File: src/rtl/timer_responder.sv
// Memory-mapped countdown timer on the system bridge; raises irq when the programmed count expires.
// Latency: reads are combinational, writes land on the clock edge, and irq comes straight from registers.
// Backpressure: none; every access completes in one cycle.
`timescale 1ns/1ps
module timer_responder #(
  parameter logic [31:0] BASE_ADDR = 32'h0000_7F00
) (
  input  logic        clk,
  input  logic        reset,
  input  logic        sel,
  input  logic [31:0] addr,
  input  logic        we,
  input  logic [31:0] wdata,
  output logic [31:0] rdata,
  output logic        irq
);

  typedef struct packed {
    logic       im;
    logic [1:0] mode;
    logic       en;
  } ctrl_t;

  typedef enum logic [1:0] {
    ST_IDLE,
    ST_LOAD,
    ST_CNT,
    ST_INT
  } state_t;

  localparam logic [1:0] OFF_CTRL   = 2'd0;
  localparam logic [1:0] OFF_PRESET = 2'd1;
  localparam logic [1:0] OFF_COUNT  = 2'd2;
  localparam logic [1:0] MODE_AUTO  = 2'd1;

  state_t      state, state_nxt;
  ctrl_t       ctrl, ctrl_nxt;
  logic [31:0] preset;
  logic [31:0] count, count_nxt;
  logic        irq_flag, flag_nxt;

  logic [1:0]  off;
  logic        ctrl_wr;
  logic        preset_wr;
  logic        unused_bits;

  assign off       = addr[3:2];
  assign ctrl_wr   = sel & we & (off == OFF_CTRL);
  assign preset_wr = sel & we & (off == OFF_PRESET);

  // The bridge already qualifies the range, so the upper and byte-lane bits are don't-care.
  assign unused_bits = ^{addr[31:4], addr[1:0], BASE_ADDR};

  always_ff @(posedge clk or negedge reset) begin
    if (!reset) begin
      state <= ST_IDLE;
    end else begin
      state <= state_nxt;
    end
  end

  always_comb begin
    state_nxt = state;
    ctrl_nxt  = ctrl;
    count_nxt = count;
    flag_nxt  = irq_flag;

    // Auto-reload makes the flag a single-cycle pulse; INT below re-arms it.
    if (ctrl.mode == MODE_AUTO) begin
      flag_nxt = 1'b0;
    end

    case (state)
      ST_IDLE: begin
        if (ctrl.en) begin
          state_nxt = ST_LOAD;
        end
      end
      ST_LOAD: begin
        count_nxt = preset;
        state_nxt = ST_CNT;
      end
      ST_CNT: begin
        if (!ctrl.en) begin
          state_nxt = ST_IDLE;
        end else if (count > 32'd1) begin
          count_nxt = count - 32'd1;
        end else begin
          count_nxt = '0;
          state_nxt = ST_INT;
        end
      end
      ST_INT: begin
        state_nxt = ST_IDLE;
        flag_nxt  = 1'b1;
        if (ctrl.mode != MODE_AUTO) begin
          ctrl_nxt.en = 1'b0;
        end
      end
      default: begin
        state_nxt = ST_IDLE;
      end
    endcase

    // A CPU store to CTRL overrides whatever the FSM did to EN and the flag this cycle.
    if (ctrl_wr) begin
      ctrl_nxt = ctrl_t'(wdata[3:0]);
      flag_nxt = 1'b0;
    end
  end

  always_ff @(posedge clk or negedge reset) begin
    if (!reset) begin
      ctrl     <= '0;
      preset   <= '0;
      count    <= '0;
      irq_flag <= 1'b0;
    end else begin
      ctrl     <= ctrl_nxt;
      count    <= count_nxt;
      irq_flag <= flag_nxt;
      if (preset_wr) begin
        preset <= wdata;
      end
    end
  end

  always_comb begin
    rdata = '0;
    if (sel) begin
      case (off)
        OFF_CTRL:   rdata = {28'd0, ctrl};
        OFF_PRESET: rdata = preset;
        OFF_COUNT:  rdata = count;
        default:    rdata = '0;
      endcase
    end
  end

  assign irq = ctrl.im & irq_flag;

endmodule

File: config.mk
export PLATFORM = sky130hd
export DESIGN_NAME = timer_responder
export DESIGN_NICKNAME = d
export VERILOG_FILES = /design/src/rtl/timer_responder.sv
export SDC_FILE = /design/constraint.sdc
export NUM_CORES = 1
export LEC_CHECK = 0
export BUFFER_PORTS_ARGS = -buffer_cell sky130_fd_sc_hd__buf_4
export CAP_MARGIN = 10
export CELL_PAD_IN_SITES_DETAIL_PLACEMENT = 1
export CELL_PAD_IN_SITES_GLOBAL_PLACEMENT = 2
export CORE_ASPECT_RATIO = 0.8
export CORE_UTILIZATION = 33
export CTS_CLUSTER_SIZE = 25
export DETAILED_ROUTE_END_ITERATION = 16
export HOLD_SLACK_MARGIN = 0.02
export MAX_ROUTING_LAYER = met4
export PLACE_DENSITY = 0.8
export SETUP_SLACK_MARGIN = 0.05
export SLEW_MARGIN = 20
export SYNTH_ARGS = -nofsm -noshare
export SYNTH_HDL_FRONTEND = slang
export SYNTH_SLANG_ARGS = --single-unit
File: constraint.sdc
create_clock -name clk -period 3.1 [get_ports clk]
set_clock_uncertainty 0.05 [all_clocks]
set_input_delay 0.465 -clock clk [delete_from_list [all_inputs] [get_ports clk]]
set_output_delay 0.465 -clock clk [all_outputs]
set_load 0.03 [all_outputs]
==> results of run 1 <==
[critical path, delay by kind of cell, from the launching register on]
family	cells	cell delay, ns
AND/OR/NAND/NOR	4	1.60
flip-flops	1	0.43
adder cells (fa/ha/maj)	1	0.27
AO/OA/AOI/OAI	1	0.19
buffers and inverters	1	0.13
[Yosys cell counts, types with 5 or more instances]
library cell / instances
o311ai_0: 12
dfrtp_1: 71
clkbuf_1: 23
o21ai_0: 17
mux2i_1: 5
nand4_1: 6
nand2_1: 31
nand3_1: 24
nor2b_1: 33
a22oi_1: 36
mux2_2: 35
a21oi_1: 18
nand2b_1: 6
nor3_1: 10
or3_1: 6
nor2_1: 13
and2_1: 6
inv_1: 6
[routing by layer]
metal	vias up	wire length [µm]	GRT usage [%]
met1	1878	6530	30.6
met2	94	5530	31.5
met3	10	688	4.03
met4	0	144	6.88
li1	1774	-	-
met5	-	0	-
[area by class of cell]
class / instances / area share (%)
Clock inverter: 3 / 0.338
Tap cell: 171 / 4.13
Timing Repair Buffer: 87 / 12.6
Sequential cell: 71 / 34.3
Clock buffer: 13 / 5.02
Multi-Input combinational cell: 321 / 43.2
Inverter: 6 / 0.434
[state kept, by name, indices dropped and copies added (netlist names)]
name / cells
irq_flag: 1
state: 2
preset: 32
ctrl: 4
count: 32
[logic make-up after synthesis]
group | share of synthesized area, %
adder cells (fa/ha/maj) | 0.601
multiplexers | 10.7
AO/OA/AOI/OAI | 21.1
flip-flops | 42.7
buffers and inverters | 3.61
AND/OR/NAND/NOR | 21.3
[placed cells by master (no fill, tap or decap), types with 3 or more instances in the layout]
master	synthesis	routed
a22oi_1	36	36
o21ai_0	17	17
and3_1	3	3
o221ai_1	4	4
nand2b_1	6	6
o211ai_1	4	4
nor4_1	4	4
a21oi_1	18	18
mux2_2	35	35
nor2b_1	33	31
and2_1	6	6
or4_1	4	4
nor2_1	13	13
dfrtp_1	71	71
buf_4	0	87
inv_1	6	6
nand3_1	24	24
o2bb2ai_1	3	3
clkbuf_16	0	9
nor3_1	10	10
or3_1	6	6
mux2i_1	5	5
nand2_1	31	31
o311ai_0	12	12
nand4_1	6	6
[power by group through the flow]
| stage | registers (mW) | clock network [mW] | logic (mW) |
|---|---|---|---|
| after floorplan | 1.54 | 0 | 1.30 |
| after global placement | 1.72 | 0 | 1.73 |
| after detailed placement | 1.74 | 0 | 1.78 |
| after CTS | 1.73 | 1.01 | 1.79 |
| after global routing | 1.80 | 1.04 | 1.97 |
| final | 1.74 | 0.984 | 1.79 |
[final timing paths]
path	start	to	slack (ns)	depth (start not counted)
hold reg to reg	ctrl[1]$_DFFE_PN0P_	ctrl[1]$_DFFE_PN0P_	0.48	1
setup reg to reg	count[0]$_DFFE_PN0P_	count[22]$_DFFE_PN0P_	0.34	7
min in group clk	wdata[0]	ctrl[0]$_DFFE_PN0P_	0.29	3
hold / removal	reset	preset[31]$_DFFE_PN0P_	0.22	1
max in group asynchronous	reset	preset[9]$_DFFE_PN0P_	2.18	1
setup / recovery	count[0]$_DFFE_PN0P_	count[22]$_DFFE_PN0P_	0.34	7
==> impl_metrics.csv, run 1 <==
group,metric,value,unit
timing,max_freq,0.362,GHz
power_and_ir_drop,p_switching,1.90,mW
power_and_ir_drop,p_leak,2.12,nW
cts,cts_sinks,71,
worst_setup_path,max_stage_delay,0.56,ns
cts,cts-buffers-inserted,9,
placed_design,post-place-ws,0.381,ns
drt,drt-total-wl,12900,µm
synth,synth_ff_type,"dfrtp_1",
synth,synth_area,0.00416,mm²
synth,yosys.area.top_type_share,42.7,%
synth,synth_area_leaders,"dfrtp_1 43%, mux2_2 9.5%, a22oi_1 6.5%, nor2b_1 5.0%, nand3_1 2.9%",
timing,min_period_over_period,89.1,%
die,die_h,102,µm
worst_setup_path,path_class,"flip-flop to flip-flop",
placed_design,portBuffers,70,
final_layout,design_area,0.00519,mm²
drt,drc_errors,0,
synth,synth.avg_cell_area,9.71,µm²
synth,async_reset_ff_share,100,%
timing,period_needed,2.76,ns
placed_design,place_hpwl,9170,µm
grt,grt_pass1_vias,3935,
run_status,status,"completed",
final_layout,register_area,0.00178,mm²
synth,synth_edf_count,0,
grt,grt_pass1_wl,21200,µm
die,start_util,34.0,%
placed_design,detailed_place.area,0.00491,mm²
final_layout,drive_gt1_share,28.9,%
final_layout,diodes,0,
drt,drtIter0Drc,188,
synth,ys_warn_count,0,
final_layout,fillers,1401,
timing,max-slew-margin-rel,37.4,%
cts,hold_buffers,0,
worst_setup_path,startpoint_type,"flip-flop",
cts,postCtsSetupBuffers,0,
timing,finalHoldViolations,0,
worst_setup_path,critical_path.slowest_cell,"or4_1",
placed_design,dp_cells,656,
flow_run,max_cap_violations,0,
power_and_ir_drop,peakVddDrop,0.000313,V
cts,clk_pin_slew,0.06,ns
drt,vias,3756,
drt,drt_first_pass_iters,6,
cts,tritoncts,"built",
timing,rsz0062_at_grt,"false",
worst_hold_path,min_path_type,"primary input to async pin",
die,rows,36,
synth,ys_seq_elements,71,
worst_setup_path,arrival,2.97,ns
worst_setup_path,setup.worst_path.end_class,"flip-flop",
power_and_ir_drop,clockPowerShare,21.8,%
worst_setup_path,crit_chain,"inv_1, ha_1, or3b_1, nor3_4, nand2_1, or4_1, o211ai_1",
drt,drt-vias-per-instance,5.59,
power_and_ir_drop,switching_share,42.1,%
final_layout,syn_to_final_growth,24.5,%
timing,tightest_slew,0.940,ns
synth,ys_types,57,
die,pin_count,101,
cts,post_cts_resized,0,
final_layout,nets,566,
die,die_x,128,µm
synth,yosysTopAreaCell,"dfrtp_1",
worst_setup_path,worstPathMaxFanout,6,
die,dieArea,0.0131,mm²
cts,root_buffer,"clkbuf_16",
final_layout,final_core_util,42.3,%
die,coreArea,0.0123,mm²
placed_design,gp_congestion,0.881,
synth,synth_fp_nets,499,
timing,tns,0,ns
timing,holdWs,0.221,ns
timing,setup_violations,0,
grt,grt_overflow,0,
synth,synth_cells,429,
cts,insertion_delay,0.34,ns
cts,htreeDepth,3,
power_and_ir_drop,p_int,2.61,mW
power_and_ir_drop,power-per-cell-area,869,mW/mm²
worst_setup_path,cp.required,3.30,ns
synth,ys_seq_area_share,42.7,%
grt,grt_max_degree,72,
drt,drtAntennaViolNets,0,
cts,cts_max_path_buffers,2,
timing,finalWorstSetupSlack,0.338,ns
final_layout,multi_input_area,0.00224,mm²
timing,maxSlewViolCount,0,
power_and_ir_drop,total_power,4.51,mW
grt,track_usage,21.8,%
grt,antenna_found_initial,0,
power_and_ir_drop,combPwrFrac,39.6,%
power_and_ir_drop,seq_power_share,38.5,%
final_layout,fin_cells,672,
drt,routedWlPerCell,19.2,µm
Power figures use the tool's default switching activity.
==> run 2, diff against run 1 <==
Settings changed: CORE_UTILIZATION 33 to 30, PLACE_DENSITY 0.8 to 0.77.
Clock period 3.1 ns to 2.3 ns, I/O delays scaled along.
==> run 2 against run 1 <==
- fmax rose by 22%
- critical path type unchanged
- global-route usage rose by 0.55 points
- count of clock-buffer cells in the layout rose by 2
- largest cell class unchanged
- largest power group unchanged
- total power rose by 52%
- critical endpoint unchanged
- worst setup slack got worse by 0.30 ns
==> impl_metrics.csv, run 2 (synthesis gave the netlist of run 1 again) <==
group,metric,value,unit
final_layout,drive_gt1_share,41.7,%
grt,grt_max_degree,44,
cts,cts_max_path_buffers,2,
worst_setup_path,max_stage_delay,0.52,ns
final_layout,register_area,0.00178,mm²
timing,tightest_slew,0.612,ns
placed_design,detailed_place.area,0.00545,mm²
timing,max_freq,0.443,GHz
timing,finalHoldViolations,0,
worst_setup_path,path_class,"flip-flop to flip-flop",
final_layout,multi_input_area,0.00238,mm²
worst_setup_path,cp_num_buf_inv,2,
timing,max-slew-margin-rel,59.2,%
final_layout,final_cell_mix,"140 x buf_4, 71 x dfrtp_1, 36 x a22oi_1",
drt,drtAntennaViolNets,0,
timing,period_needed,2.26,ns
grt,track_usage,22.3,%
cts,root_buffer,"clkbuf_16",
worst_setup_path,startpoint_type,"flip-flop",
flow_run,max_cap_violations,0,
worst_setup_path,arrival,2.47,ns
worst_setup_path,r2r_slack,0.04,ns
cts,insertion_delay,0.35,ns
cts,tritoncts,"built",
worst_setup_path,cp.depth,8,
die,dieArea,0.0144,mm²
cts,clk_pin_slew,0.06,ns
power_and_ir_drop,total_power,6.86,mW
final_layout,diodes,0,
worst_setup_path,setup.worst_path.end_class,"flip-flop",
drt,routedWlPerCell,19.9,µm
die,die_x,134,µm
timing,maxSlewViolCount,0,
final_layout,syn_to_final_growth,39.9,%
die,pin_count,101,
timing,setup_violations,0,
grt,grt_pass1_wl,23800,µm
drt,drt-total-wl,14800,µm
die,start_util,30.7,%
die,die_h,107,µm
grt,grt_pass1_vias,4314,
worst_setup_path,rr_startpoint,"count[1]$_DFFE_PN0P_",
die,rows,38,
final_layout,nets,628,
power_and_ir_drop,p_leak,2.45,nW
cts,cts-buffers-inserted,9,
cts,htreeDepth,3,
drt,drt-vias-per-instance,5.52,
drt,vias,4104,
final_layout,top_regs,"count: 32 flops, preset: 32 flops, ctrl: 4 flops",
worst_hold_path,min_path_type,"primary input to flip-flop",
timing,finalWorstSetupSlack,0.0419,ns
die,coreArea,0.0136,mm²
worst_setup_path,crit_end,"count[22]$_DFFE_PN0P_",
worst_setup_path,rr_endpoint,"count[22]$_DFFE_PN0P_",
worst_setup_path,critical_path.slowest_cell,"or4_4",
drt,drt_first_pass_iters,4,
worst_setup_path,rr_worst_depth,8,
cts,cts_sinks,71,
run_status,status,"completed",
worst_setup_path,crit_chain,"inv_2, ha_4, or3b_4, nor3_4, buf_6, nand2_2, or4_4, o211ai_1",
drt,drtIter0Drc,187,
worst_setup_path,cp.required,2.51,ns
final_layout,final_common_cell,"buf_4",
placed_design,post-place-ws,-0.0895,ns
placed_design,portBuffers,70,
power_and_ir_drop,power-per-cell-area,1180,mW/mm²
worst_setup_path,crit_family,"simple AND/OR/NAND/NOR gates",
worst_setup_path,cp-startpoint,"count[1]$_DFFE_PN0P_",
grt,grt_overflow,0,
power_and_ir_drop,peakVddDrop,0.000511,V
timing,min_period_over_period,98.2,%
placed_design,gp_congestion,0.891,
drt,drc_errors,0,
final_layout,fillers,1536,
timing,rsz0062_at_grt,"true",
final_layout,design_area,0.00582,mm²
grt,antenna_found_initial,0,
worst_setup_path,worstPathMaxFanout,3,
placed_design,place_hpwl,10500,µm
==> run 2: worst reg2reg max path, stage by stage (launching register included) <==
cell	delay [ns]
dfrtp_1	0.40
inv_2	0.09
ha_4	0.13
or3b_4	0.39
nor3_4	0.20
buf_6	0.14
nand2_2	0.06
or4_4	0.52
o211ai_1	0.19
==> run 2: worst min-delay path by stage <==
stage / cells past startpoint / from / slack (ns) / endpoint
4_1_cts: 2 / wdata[19] / 0.16 / preset[19]$_DFFE_PN0P_
3_5_place_dp: 1 / reset / 0.35 / preset[5]$_DFFE_PN0P_
2_1_floorplan: 0 / reset / -0.0006 / count[0]$_DFFE_PN0P_
6_report: 2 / wdata[18] / 0.17 / preset[18]$_DFFE_PN0P_
3_3_place_gp: 1 / reset / 0.34 / preset[3]$_DFFE_PN0P_
5_1_grt: 2 / wdata[18] / 0.17 / preset[18]$_DFFE_PN0P_
==> run 2: area by class of cell <==
type / instances / area share [%]
multi-input cells: 321 / 40.8
clock inverters: 1 / 0.0859
clock buffers: 15 / 4.25
well taps: 180 / 3.87
repair buffers: 149 / 20.1
flip-flops and latches: 71 / 30.5
inverters: 6 / 0.387
==> run 2: metal layers <==
layer | vias up | track usage (%) | wire length, µm
met5 | - | - | 0
met4 | 0 | 7.06 | 226
met3 | 17 | 4.14 | 572
met2 | 87 | 35.8 | 7060
met1 | 2111 | 28.5 | 6950
li1 | 1889 | - | -
==> run 2: stage by stage <==
step           setup TNS, ns  utilization, %  hold WS [ns]  std cells
3_5_place_dp          -0.132            40.2         0.350        722
2_1_floorplan       -0.00549               -     -0.000591        429
6_report                   0            43.0         0.173        743
5_1_grt             -0.00490            43.0         0.171        743
3_3_place_gp        -0.00720            40.2         0.340        722
4_1_cts             -0.00632            42.4         0.163        741
==> run 2: report_power, final <==
| part | total, mW | switching, mW | leakage, nW | internal [mW] |
|---|---|---|---|---|
| clock | 1.26 | 0.531 | 0.122 | 0.730 |
| sequential | 2.13 | 0.426 | 0.865 | 1.70 |
| combinational | 3.47 | 1.90 | 1.46 | 1.57 |
| total | 6.86 | 2.85 | 2.45 | 4.01 |
==> run 2: repair_timing <==
item,CTS,global route
cloned,0,1
hold endpoints to repair,42,0
resized for setup,6,13
pin swaps,3,5
setup endpoints to repair,5,18
setup buffers,2,1
hold buffers,1,0
